`src/rtl/seg_pkg.sv`:
```
// Shared types and constants for the 7-segment scan controller.
// Segment patterns are active-low, ordered {dp,g,f,e,d,c,b,a}.
package seg_pkg;

  typedef enum logic [1:0] {
    IDLE,
    DRIVE,
    BLANK
  } scan_state_t;

  localparam logic [7:0]  SEG_BLANK = 8'hFF;
  localparam logic [31:0] SEL_NONE  = {32{1'b1}};

  // Entry [n] is the dp-off pattern for hex digit n.
  localparam logic [15:0][7:0] SEG_TABLE = {
    8'h8E, 8'h86, 8'hA1, 8'hC6, 8'h83, 8'h88, 8'h90, 8'h80,
    8'hF8, 8'h82, 8'h92, 8'h99, 8'hB0, 8'hA4, 8'hF9, 8'hC0
  };

  function automatic logic [7:0] hex_to_seg(input logic [3:0] nibble);
    return SEG_TABLE[nibble];
  endfunction

endpackage

```
`src/rtl/seg_scan_ctrl_if.sv`:
```
// Load port and display bus of the scan controller.
// master = frame source / display consumer, slave = seg_scan_ctrl.
interface seg_scan_ctrl_if #(
  parameter int NUM_DIGITS = 6
);
  logic                    enable;
  logic                    load_valid;
  logic                    load_ready;
  logic [4*NUM_DIGITS-1:0] load_data;
  logic [NUM_DIGITS-1:0]   load_dp;
  logic                    frame_done;
  logic [NUM_DIGITS-1:0]   seg_sel;
  logic [7:0]              seg_led;

  modport master (
    output enable, load_valid, load_data, load_dp,
    input  load_ready, frame_done, seg_sel, seg_led
  );

  modport slave (
    input  enable, load_valid, load_data, load_dp,
    output load_ready, frame_done, seg_sel, seg_led
  );
endinterface

```
`src/rtl/seg_hex_encoder.sv`:
```
// Combinational hex nibble + decimal point to active-low segment pattern.
module seg_hex_encoder
  import seg_pkg::*;
(
  input  logic [3:0] nibble,
  input  logic       dp,
  output logic [7:0] seg
);

  assign seg = hex_to_seg(nibble) & {~dp, 7'h7F};

endmodule

```
`src/rtl/seg_scan_ctrl.sv`:
```
// Multiplexed 7-segment scan scheduler with dead-time blanking and a double-buffered load port.
// Optional build macro SEG_LEADING_ZERO_BLANK_EN blanks leading zero digits.
module seg_scan_ctrl
  import seg_pkg::*;
#(
  parameter int NUM_DIGITS   = 6,
  parameter int DIGIT_CYCLES = 50000,
  parameter int BLANK_CYCLES = 500
) (
  input  logic            clk,
  input  logic            rst,
  seg_scan_ctrl_if.slave  bus
);

  localparam int DW = 4 * NUM_DIGITS;
  localparam int TW = $clog2(DIGIT_CYCLES);
  localparam int IW = (NUM_DIGITS > 1) ? $clog2(NUM_DIGITS) : 1;
  localparam logic [TW-1:0] DRIVE_LAST = TW'(DIGIT_CYCLES - BLANK_CYCLES - 1);
  localparam logic [TW-1:0] SLOT_LAST  = TW'(DIGIT_CYCLES - 1);
  localparam logic [IW-1:0] IDX_LAST   = IW'(NUM_DIGITS - 1);

  scan_state_t           state_reg, state_next;
  logic [IW-1:0]         idx_reg, idx_next;
  logic [TW-1:0]         tick_reg, tick_next;
  logic [DW-1:0]         active_data_reg, active_data_next;
  logic [NUM_DIGITS-1:0] active_dp_reg, active_dp_next;
  logic [DW-1:0]         shadow_data_reg, shadow_data_next;
  logic [NUM_DIGITS-1:0] shadow_dp_reg, shadow_dp_next;
  logic                  pending_reg, pending_next;
  logic [NUM_DIGITS-1:0] seg_sel_reg, seg_sel_next;
  logic [7:0]            seg_led_reg, seg_led_next;
  logic                  frame_done_reg, frame_done_next;

  logic                  frame_edge;
  logic [3:0]            enc_nibble;
  logic                  enc_dp;
  logic [7:0]            enc_seg;
  logic [NUM_DIGITS-1:0] lz_blank;

  always_comb begin
    state_next = state_reg;
    idx_next   = idx_reg;
    tick_next  = tick_reg;
    if (!bus.enable) begin
      state_next = IDLE;
      idx_next   = '0;
      tick_next  = '0;
    end else begin
      unique case (state_reg)
        IDLE: begin
          state_next = DRIVE;
          idx_next   = '0;
          tick_next  = '0;
        end
        DRIVE: begin
          tick_next = tick_reg + 1'b1;
          if (tick_reg == DRIVE_LAST) state_next = BLANK;
        end
        BLANK: begin
          if (tick_reg == SLOT_LAST) begin
            state_next = DRIVE;
            tick_next  = '0;
            idx_next   = (idx_reg == IDX_LAST) ? '0 : idx_reg + 1'b1;
          end else begin
            tick_next = tick_reg + 1'b1;
          end
        end
        default: state_next = IDLE;
      endcase
    end
  end

  // Pending data lands on the frame edge, or straight away while idle.
  assign frame_edge = (state_reg == BLANK) && (tick_reg == SLOT_LAST) && (idx_reg == IDX_LAST);

  always_comb begin
    active_data_next = active_data_reg;
    active_dp_next   = active_dp_reg;
    shadow_data_next = shadow_data_reg;
    shadow_dp_next   = shadow_dp_reg;
    pending_next     = pending_reg;
    if (pending_reg && ((state_reg == IDLE) || frame_edge)) begin
      active_data_next = shadow_data_reg;
      active_dp_next   = shadow_dp_reg;
      pending_next     = 1'b0;
    end
    if (bus.load_valid && !pending_reg) begin
      shadow_data_next = bus.load_data;
      shadow_dp_next   = bus.load_dp;
      pending_next     = 1'b1;
    end
  end

  assign enc_nibble = active_data_next[4*idx_next +: 4];
  assign enc_dp     = active_dp_next[idx_next];

  seg_hex_encoder u_encoder (
    .nibble (enc_nibble),
    .dp     (enc_dp),
    .seg    (enc_seg)
  );

`ifdef SEG_LEADING_ZERO_BLANK_EN
  // A digit is a leading zero when it and every digit above it are zero.
  assign lz_blank[0] = 1'b0;
  for (genvar gi = 1; gi < NUM_DIGITS; gi++) begin : g_lz
    assign lz_blank[gi] = (active_data_next[DW-1:4*gi] == '0);
  end
`else
  assign lz_blank = '0;
`endif

  // Outputs are derived from next-state values so the registers line up with the state.
  always_comb begin
    seg_sel_next    = SEL_NONE[NUM_DIGITS-1:0];
    seg_led_next    = SEG_BLANK;
    frame_done_next = (state_next == BLANK) && (tick_next == SLOT_LAST) && (idx_next == IDX_LAST);
    if (state_next == DRIVE) begin
      seg_sel_next[idx_next] = 1'b0;
      seg_led_next = lz_blank[idx_next] ? (SEG_BLANK & {~enc_dp, 7'h7F}) : enc_seg;
    end
  end

  always_ff @(posedge clk or posedge rst) begin
    if (rst) begin
      state_reg       <= IDLE;
      idx_reg         <= '0;
      tick_reg        <= '0;
      active_data_reg <= '0;
      active_dp_reg   <= '0;
      shadow_data_reg <= '0;
      shadow_dp_reg   <= '0;
      pending_reg     <= 1'b0;
      seg_sel_reg     <= SEL_NONE[NUM_DIGITS-1:0];
      seg_led_reg     <= SEG_BLANK;
      frame_done_reg  <= 1'b0;
    end else begin
      state_reg       <= state_next;
      idx_reg         <= idx_next;
      tick_reg        <= tick_next;
      active_data_reg <= active_data_next;
      active_dp_reg   <= active_dp_next;
      shadow_data_reg <= shadow_data_next;
      shadow_dp_reg   <= shadow_dp_next;
      pending_reg     <= pending_next;
      seg_sel_reg     <= seg_sel_next;
      seg_led_reg     <= seg_led_next;
      frame_done_reg  <= frame_done_next;
    end
  end

  assign bus.seg_sel    = seg_sel_reg;
  assign bus.seg_led    = seg_led_reg;
  assign bus.frame_done = frame_done_reg;
  assign bus.load_ready = ~pending_reg;

endmodule

```
`src/flat_wrapper.sv`:
```
// flat-port wrapper written by rule: the top's interface ports become plain ports
module seg_scan_ctrl_flat import seg_pkg::*;
#(
  parameter int NUM_DIGITS   = 6,
  parameter int DIGIT_CYCLES = 50000,
  parameter int BLANK_CYCLES = 500
)
  (clk, rst, bus_enable, bus_load_valid, bus_load_data, bus_load_dp, bus_load_ready, bus_frame_done, bus_seg_sel, bus_seg_led);
  seg_scan_ctrl_if #(.NUM_DIGITS(NUM_DIGITS)) bus_i ();
  input  logic clk;
  input  logic rst;
  input wire logic [$bits(bus_i.enable)-1:0] bus_enable;
  input wire logic [$bits(bus_i.load_valid)-1:0] bus_load_valid;
  input wire logic [$bits(bus_i.load_data)-1:0] bus_load_data;
  input wire logic [$bits(bus_i.load_dp)-1:0] bus_load_dp;
  output wire logic [$bits(bus_i.load_ready)-1:0] bus_load_ready;
  output wire logic [$bits(bus_i.frame_done)-1:0] bus_frame_done;
  output wire logic [$bits(bus_i.seg_sel)-1:0] bus_seg_sel;
  output wire logic [$bits(bus_i.seg_led)-1:0] bus_seg_led;
  assign bus_i.enable = bus_enable;
  assign bus_i.load_valid = bus_load_valid;
  assign bus_i.load_data = bus_load_data;
  assign bus_i.load_dp = bus_load_dp;
  assign bus_load_ready = bus_i.load_ready;
  assign bus_frame_done = bus_i.frame_done;
  assign bus_seg_sel = bus_i.seg_sel;
  assign bus_seg_led = bus_i.seg_led;
  seg_scan_ctrl #(.NUM_DIGITS(NUM_DIGITS), .DIGIT_CYCLES(DIGIT_CYCLES), .BLANK_CYCLES(BLANK_CYCLES)) u_core (.clk(clk), .rst(rst), .bus(bus_i));
endmodule
```
`config.mk`:
```
export PLATFORM = sky130hd
export DESIGN_NAME = seg_scan_ctrl_flat
export DESIGN_NICKNAME = d
export VERILOG_FILES = /design/src/rtl/seg_pkg.sv /design/src/rtl/seg_scan_ctrl_if.sv /design/src/rtl/seg_hex_encoder.sv /design/src/rtl/seg_scan_ctrl.sv /design/src/flat_wrapper.sv
export SDC_FILE = /design/constraint.sdc
export NUM_CORES = 1
export LEC_CHECK = 0
export CORE_UTILIZATION = 51
export CTS_CLUSTER_SIZE = 20
export DETAILED_ROUTE_END_ITERATION = 10
export MAX_ROUTING_LAYER = met4
export PLACE_DENSITY = 0.76
export SLEW_MARGIN = 10
export SYNTH_ARGS = -nofsm -noshare
export SYNTH_HDL_FRONTEND = slang
export SYNTH_SLANG_ARGS = --single-unit
```
`constraint.sdc`:
```
create_clock -name clk -period 4.1 [get_ports clk]
set_clock_uncertainty 0.15 [all_clocks]
set_input_delay 0.615 -clock clk [delete_from_list [all_inputs] [get_ports clk]]
set_output_delay 0.615 -clock clk [all_outputs]
set_load 0.02 [all_outputs]
```
Word-level counts from Yosys, hierarchy flattened
Memories as Yosys holds them, arrays and structs flattened.
Index checks and enable logic that the tools add are counted.
{"block": "classes", "n_addsub": 2, "n_lt_le_gt_ge": 3, "eq_ne": 9, "n_shift": 1, "n_mux": 24, "bitwise_logic": 4, "reduce_logical": 11}
{"cell": "16-bit equality test, second input constant", "n": 3}
{"cell": "16-bit case mux with 3 select lines", "n": 1}
{"cell": "16-bit 2-to-1 mux", "n": 2}
{"cell": "24-bit 2-to-1 mux", "n": 1}
{"cell": "8-bit 2-to-1 mux", "n": 3}
{"cell": "24-bit by 6-bit indexed part select with 4-bit output", "n": 1}
{"cell": "16-bit by 1-bit adder with 16-bit output, second input constant", "n": 1}
{"cell": "6-bit 2-to-1 mux", "n": 2}
{"cell": "3-bit 2-to-1 mux", "n": 3}
{"cell": "8-bit AND", "n": 1}
{"cell": "1-bit logical AND", "n": 7}
{"cell": "3-bit equality test, second input constant", "n": 2}
{"cell": "2-bit 2-to-1 mux", "n": 3}
{"cell": "6-bit inverter", "n": 1}
{"cell": "2-bit case mux with 3 select lines", "n": 1}
{"cell": "3-bit case mux with 2 select lines", "n": 1}
{"cell": "4-bit by 5-bit < comparator with 1-bit output, second input constant", "n": 1}
{"cell": "1-bit 2-to-1 mux", "n": 5}
{"cell": "2-bit by 1-bit equality test with 1-bit output, second input constant", "n": 2}
{"cell": "2-bit equality test, second input constant", "n": 2}
{"cell": "3-bit by 4-bit < comparator with 1-bit output, second input constant", "n": 1}
{"cell": "3-bit by 1-bit adder with 3-bit output, second input constant", "n": 1}
{"cell": "1-bit binary-select mux with 3-bit select", "n": 1}
{"cell": "1-bit demux with 3-bit select", "n": 1}
{"cell": "6 further kinds", "n": 7}
{"block": "totals", "register_bits": 97, "romBits": 136, "memories": 2}
{"name": "(no name shown)", "words": 16, "word_bits": 8, "read_ports": 1, "rd_ports_with_merged_regs": 0, "write_ports": 0, "line_no": "seg_pkg.sv:21", "rtl": "return SEG_TABLE[nibble];"}
{"name": "(no name shown)", "words": 8, "word_bits": 1, "read_ports": 1, "rd_ports_with_merged_regs": 0, "write_ports": 0, "line_no": "seg_scan_ctrl.sv:120", "rtl": "seg_led_next = lz_blank[idx_next] ? (SEG_BLANK & {~enc_dp, 7'h7F}) : enc_seg;"}

Logic depth before layout (Yosys ltp)
{"block": "depth", "depth_word": 12, "mapped_depth": 14, "mapped_depth_nobuf": 13}

By module
From an unflattened synthesis, not the netlist that was laid out.
{"block": "hier_totals", "cells_unflattened": 439, "area_unflattened_um2": 4779.6}
{"module": "seg_scan_ctrl", "n_inst": 1, "cells_per_inst": 403, "area_per_inst_um2": 4528.1}
{"module": "seg_hex_encoder", "n_inst": 1, "cells_per_inst": 36, "area_per_inst_um2": 251.5}

Worst setup path after synthesis
OpenSTA, ideal clock, no wires.
{"block": "synth_timing", "path_kind": "register -> register", "start": "reg u_core.tick_reg[7]", "end": "reg u_core.seg_led_reg[3], in the netlist u_core.bus.seg_led[3]", "arrival_ns": 3.957, "required_time_ns": 3.868, "path_slack_ns": -0.088, "path_stages_with_launch": 13, "synth_period_minus_slack_ns": 4.188, "cell_sequence": "dfrtp_1 -> or4_1 -> clkbuf_2 -> nor4_1 -> a21oi_1 -> buf_2 -> mux2_2 -> or2_2 -> a311oi_1 -> inv_1 -> ha_1 -> mux4_1 -> nand2b_1"}
{"block": "synth_between", "elab_chain_cells": 12, "word_cells_on_any_way": 23, "classes_between": "3 x eq/ne; 1 x shift; 12 x mux; 1 x bitwise; 4 x reduce/logical; 2 x memory"}
{"item": "start, declared", "line_no": "seg_scan_ctrl.sv:24", "rtl": "logic [TW-1:0] tick_reg, tick_next;"}
{"item": "start signal, assigned", "line_no": "seg_scan_ctrl.sv:140", "rtl": "tick_reg <= tick_next;"}
{"item": "16-bit equality test", "line_no": "seg_scan_ctrl.sv:74", "rtl": "assign frame_edge = (state_reg == BLANK) && (tick_reg == SLOT_LAST) && (idx_reg == IDX_LAST);"}
{"item": "1-bit logical AND (2 in series)", "line_no": "seg_scan_ctrl.sv:74"}
{"item": "1-bit logical OR", "line_no": "seg_scan_ctrl.sv:82", "rtl": "if (pending_reg && ((state_reg == IDLE) || frame_edge)) begin"}
{"item": "1-bit logical AND", "line_no": "seg_scan_ctrl.sv:82"}
{"item": "24-bit 2-to-1 mux", "line_no": "seg_scan_ctrl.sv:82"}
{"item": "net u_core.active_data_next[5]", "line_no": "seg_scan_ctrl.sv:25", "rtl": "logic [DW-1:0] active_data_reg, active_data_next;"}
{"item": "24-bit by 6-bit indexed part select with 4-bit output", "line_no": "seg_scan_ctrl.sv:94", "rtl": "assign enc_nibble = active_data_next[4*idx_next +: 4];"}
{"item": "memory read 16 x 8 bit"}
{"item": "8-bit 2-to-1 mux (implied by the code)", "line_no": "seg_pkg.sv:21"}
{"item": "8-bit AND", "line_no": "seg_hex_encoder.sv:10", "rtl": "assign seg = hex_to_seg(nibble) & {~dp, 7'h7F};"}
{"item": "8-bit 2-to-1 mux", "line_no": "seg_scan_ctrl.sv:120"}
{"item": "8-bit 2-to-1 mux", "line_no": "seg_scan_ctrl.sv:118", "rtl": "if (state_next == DRIVE) begin"}
{"item": "net u_core.seg_led_next[3]", "line_no": "seg_scan_ctrl.sv:31", "rtl": "logic [7:0] seg_led_reg, seg_led_next;"}
{"item": "end signal, assigned", "line_no": "seg_scan_ctrl.sv:147", "rtl": "seg_led_reg <= seg_led_next;"}
{"item": "end, declared", "line_no": "seg_scan_ctrl.sv:31"}
The timed path passes the listed nets, and every way through them passes these cells. The select of a mux whose other input is x is not followed.
A chain may end at the register's enable or synchronous reset.

Final worst setup path
{"block": "layout_timing", "start": "reg u_core.tick_reg[0]", "end": "reg u_core.seg_led_reg[0], in the netlist u_core.bus.seg_led[0]"}
Same word-level chain as after synthesis.

==> flow_summary.ini <==
[status]
status = finished, violations left
violations = design-rule violations

[clock_tree]
cts_sinks = 97
root_buffer = clkbuf_8
htreeDepth = 3
cts_buffers = 9
cts_tree = built
clk_pin_slew_ps = 100
clockBufferDepth = 2
clk_latency_ps = 360

[synthesis]
synth_area_leaders = dfrtp_1 (44%), mux2_2 (8.6%), dfstp_2 (7.8%), nand2_1 (6.2%), nor2_1 (2.6%)
synth_seq_area_share = 0.521
async_flop_share = 1.00
synth-seq-cells = 97
synth_ff_type = dfrtp_1
synth-edff-count = 0
syn_area_um2 = 4690
syn_nets = 479
avgSynthCellArea_um2 = 10.7
syn_inst = 438
yosysTopAreaCell = dfrtp_1
ys_types = 65
yosys_warnings = 0
synth_top_area_share = 0.443

[global_routing]
grt_pass1_vias = 3459
grt-busiest-layer = met2
antenna_found_initial = 0
use_met1 = 0.301
grt_util_met3 = 0.0351
use_met2 = 0.354
grt_start_max_net_pins = 60
grt_pass1_wl_mm = 16.7
grt_usage = 0.225
grt_overflow = 0

[hold_path]
hold_class = flop to flop
worstHoldStart = u_core.active_data_reg[18]

[floorplanning]
fp.dieH_um = 97.9
die_area_um2 = 9590
die_w_um = 97.9
start_util = 0.533
core_um2 = 8810
num_rows = 34
io_pins = 50

[pwr]
p_seq_frac = 0.496
switching_power_w = 0.000766
swShare = 0.297
power_density_nw_per_um2 = 452
p_comb_frac = 0.260
power.internal_w = 0.00181
vdd_ir_drop_max_uv = 239
leakagePower_nw = 2.46
p_clk_frac = 0.244

[routing]
drc = 5
drtIter0Drc = 179
drt_wl_total_mm = 9.81
via_count = 3478
via_per_inst = 5.62
routedWlPerCell_um = 15.8
first_pass_iters = 8
final_antenna_net_count = 0

[timing]
tightest_slew_ps = 982
fmax_mhz = 256
slew_headroom = 0.344
hold_viol_final = 0
finalSetupViolCount = 0
fin_crit_ps = 3910
final_max_slew_viol_count = 0
fin_ws_ps = 190
finalCritPeriodShare = 0.954

[final_layout]
drive_gt1_frac = 0.221
diodes = 0
fin_nets = 547
fillers = 702
fin_area_um2 = 5700
layout_common_cells = dfrtp_1 (83), nand2_1 (78), clkdlybuf4s50_1 (49)
area_delta_synth_final_pct = 21.4
final_common_cell = dfrtp_1

[setup_path]
critical_path_class = flop to flop
crit_chain = ha_1 > nand4b_1 > nor4_2 > buf_4 > a21oi_2 > buf_4 > mux2_2 > nand2b_1 > a311oi_2 > inv_1 > ha_1 > or3b_1 > a21boi_1 > or4b_1
slowest_delay_ps = 470
crit_family = simple AND/OR/NAND/NOR gates
startpoint = u_core.tick_reg[0]
required_ps = 4230
cp_num_buf_inv = 3
worst_ep_arrival_time_ps = 4040
regToRegStartpoint = u_core.tick_reg[0]
end_kind = flop
cp_slowest_cell = or4b_1
start_kind = flop
cp_max_fo = 7

[placement]
io_buffers = 49
dp_hpwl_mm = 7.15
dpl_worst_slack_ps = 70.3
place_congestion = 0.894
dpl_cell_area_um2 = 5460

[job]
cap_violations = 0
==> power groups by stage <==
stage                     registers, W  logic [W]  clock network [W]
after floorplan                0.00130   0.000422                  0
after global routing           0.00130   0.000736           0.000689
after global placement         0.00129   0.000647                  0
after CTS                      0.00128   0.000673           0.000646
final                          0.00128   0.000669           0.000629
after detailed placement       0.00130   0.000669                  0
==> cell families after synthesis <==
group                    count (synthesis)  synth area share
AO/OA/AOI/OAI                           57            0.0968
buffers and inverters                   35            0.0299
XOR/XNOR                                14            0.0261
multiplexers                            47             0.113
adder cells (fa/ha/maj)                  7            0.0187
flip-flops                              97             0.521
AND/OR/NAND/NOR                        181             0.194
==> worst min-delay path: cells and delay by family, from the launching register on <==
family,cells,cell delay [ps]
AND/OR/NAND/NOR,2,100
flip-flops,1,350
==> path summary, 6_finish.rpt <==
kind                       cells past startpoint                    endpoint  slack, ps
max                                           14       u_core.bus.seg_led[0]        190
min                                            2  u_core.active_data_reg[18]        330
max reg2reg                                   14       u_core.bus.seg_led[0]        190
min reg2reg                                    2  u_core.active_data_reg[18]        330
max in group asynchronous                      3       u_core.bus.seg_led[1]       2400
min in group asynchronous                      2          u_core.tick_reg[6]        620
==> per-layer routing <==
| layer | share of wire | routed length [um] |
|---|---|---|
| met4 | 0.014 | 135 |
| met2 | 0.48 | 4750 |
| met5 | 0 | 0 |
| met3 | 0.040 | 395 |
| met1 | 0.46 | 4530 |
==> area by class of cell <==
type | count | area (um2) | share of cell area
inverter | 15 | 60.1 | 0.0105
timing repair buffer | 77 | 713 | 0.125
tap | 108 | 135 | 0.0237
sequential | 97 | 2440 | 0.429
clock inverter | 6 | 75.1 | 0.0132
multi-input combinational | 306 | 2140 | 0.376
clock buffer | 10 | 128 | 0.0224
==> synthesized netlist by cell type (4+ instances only) <==
cell,count
ha_1,7
dfrtp_1,83
nand3_1,9
nor3_1,4
nand4_1,4
nand2b_1,8
nand4b_1,4
nor4_1,7
nand2_1,78
mux2i_1,10
o211ai_1,4
inv_1,14
xnor2_1,6
mux2_2,36
xor2_1,8
or4_1,4
clkbuf_1,12
buf_2,4
nor2_1,32
a21o_1,6
o21ai_0,9
a21oi_1,9
dfstp_2,14
or3_1,7
==> per-stage QoR <==
step	hold WS [ps]	util	power, W	TNS (ps)	std cells
final	329	0.647	0.00258	0	619
after CTS	332	0.643	0.00260	0	617
after global placement	302	0.620	0.00194	0	601
after global routing	351	0.647	0.00273	-21.6	619
after floorplan	282	-	0.00172	0	438
after detailed placement	309	0.620	0.00196	0	601
==> repair_timing <==
item	CTS	global route
setup endpoints to repair	0	3
setup buffers	0	2
hold buffers	0	0
resized for setup	0	4
Note: power is estimated with default switching activity, not from simulation.
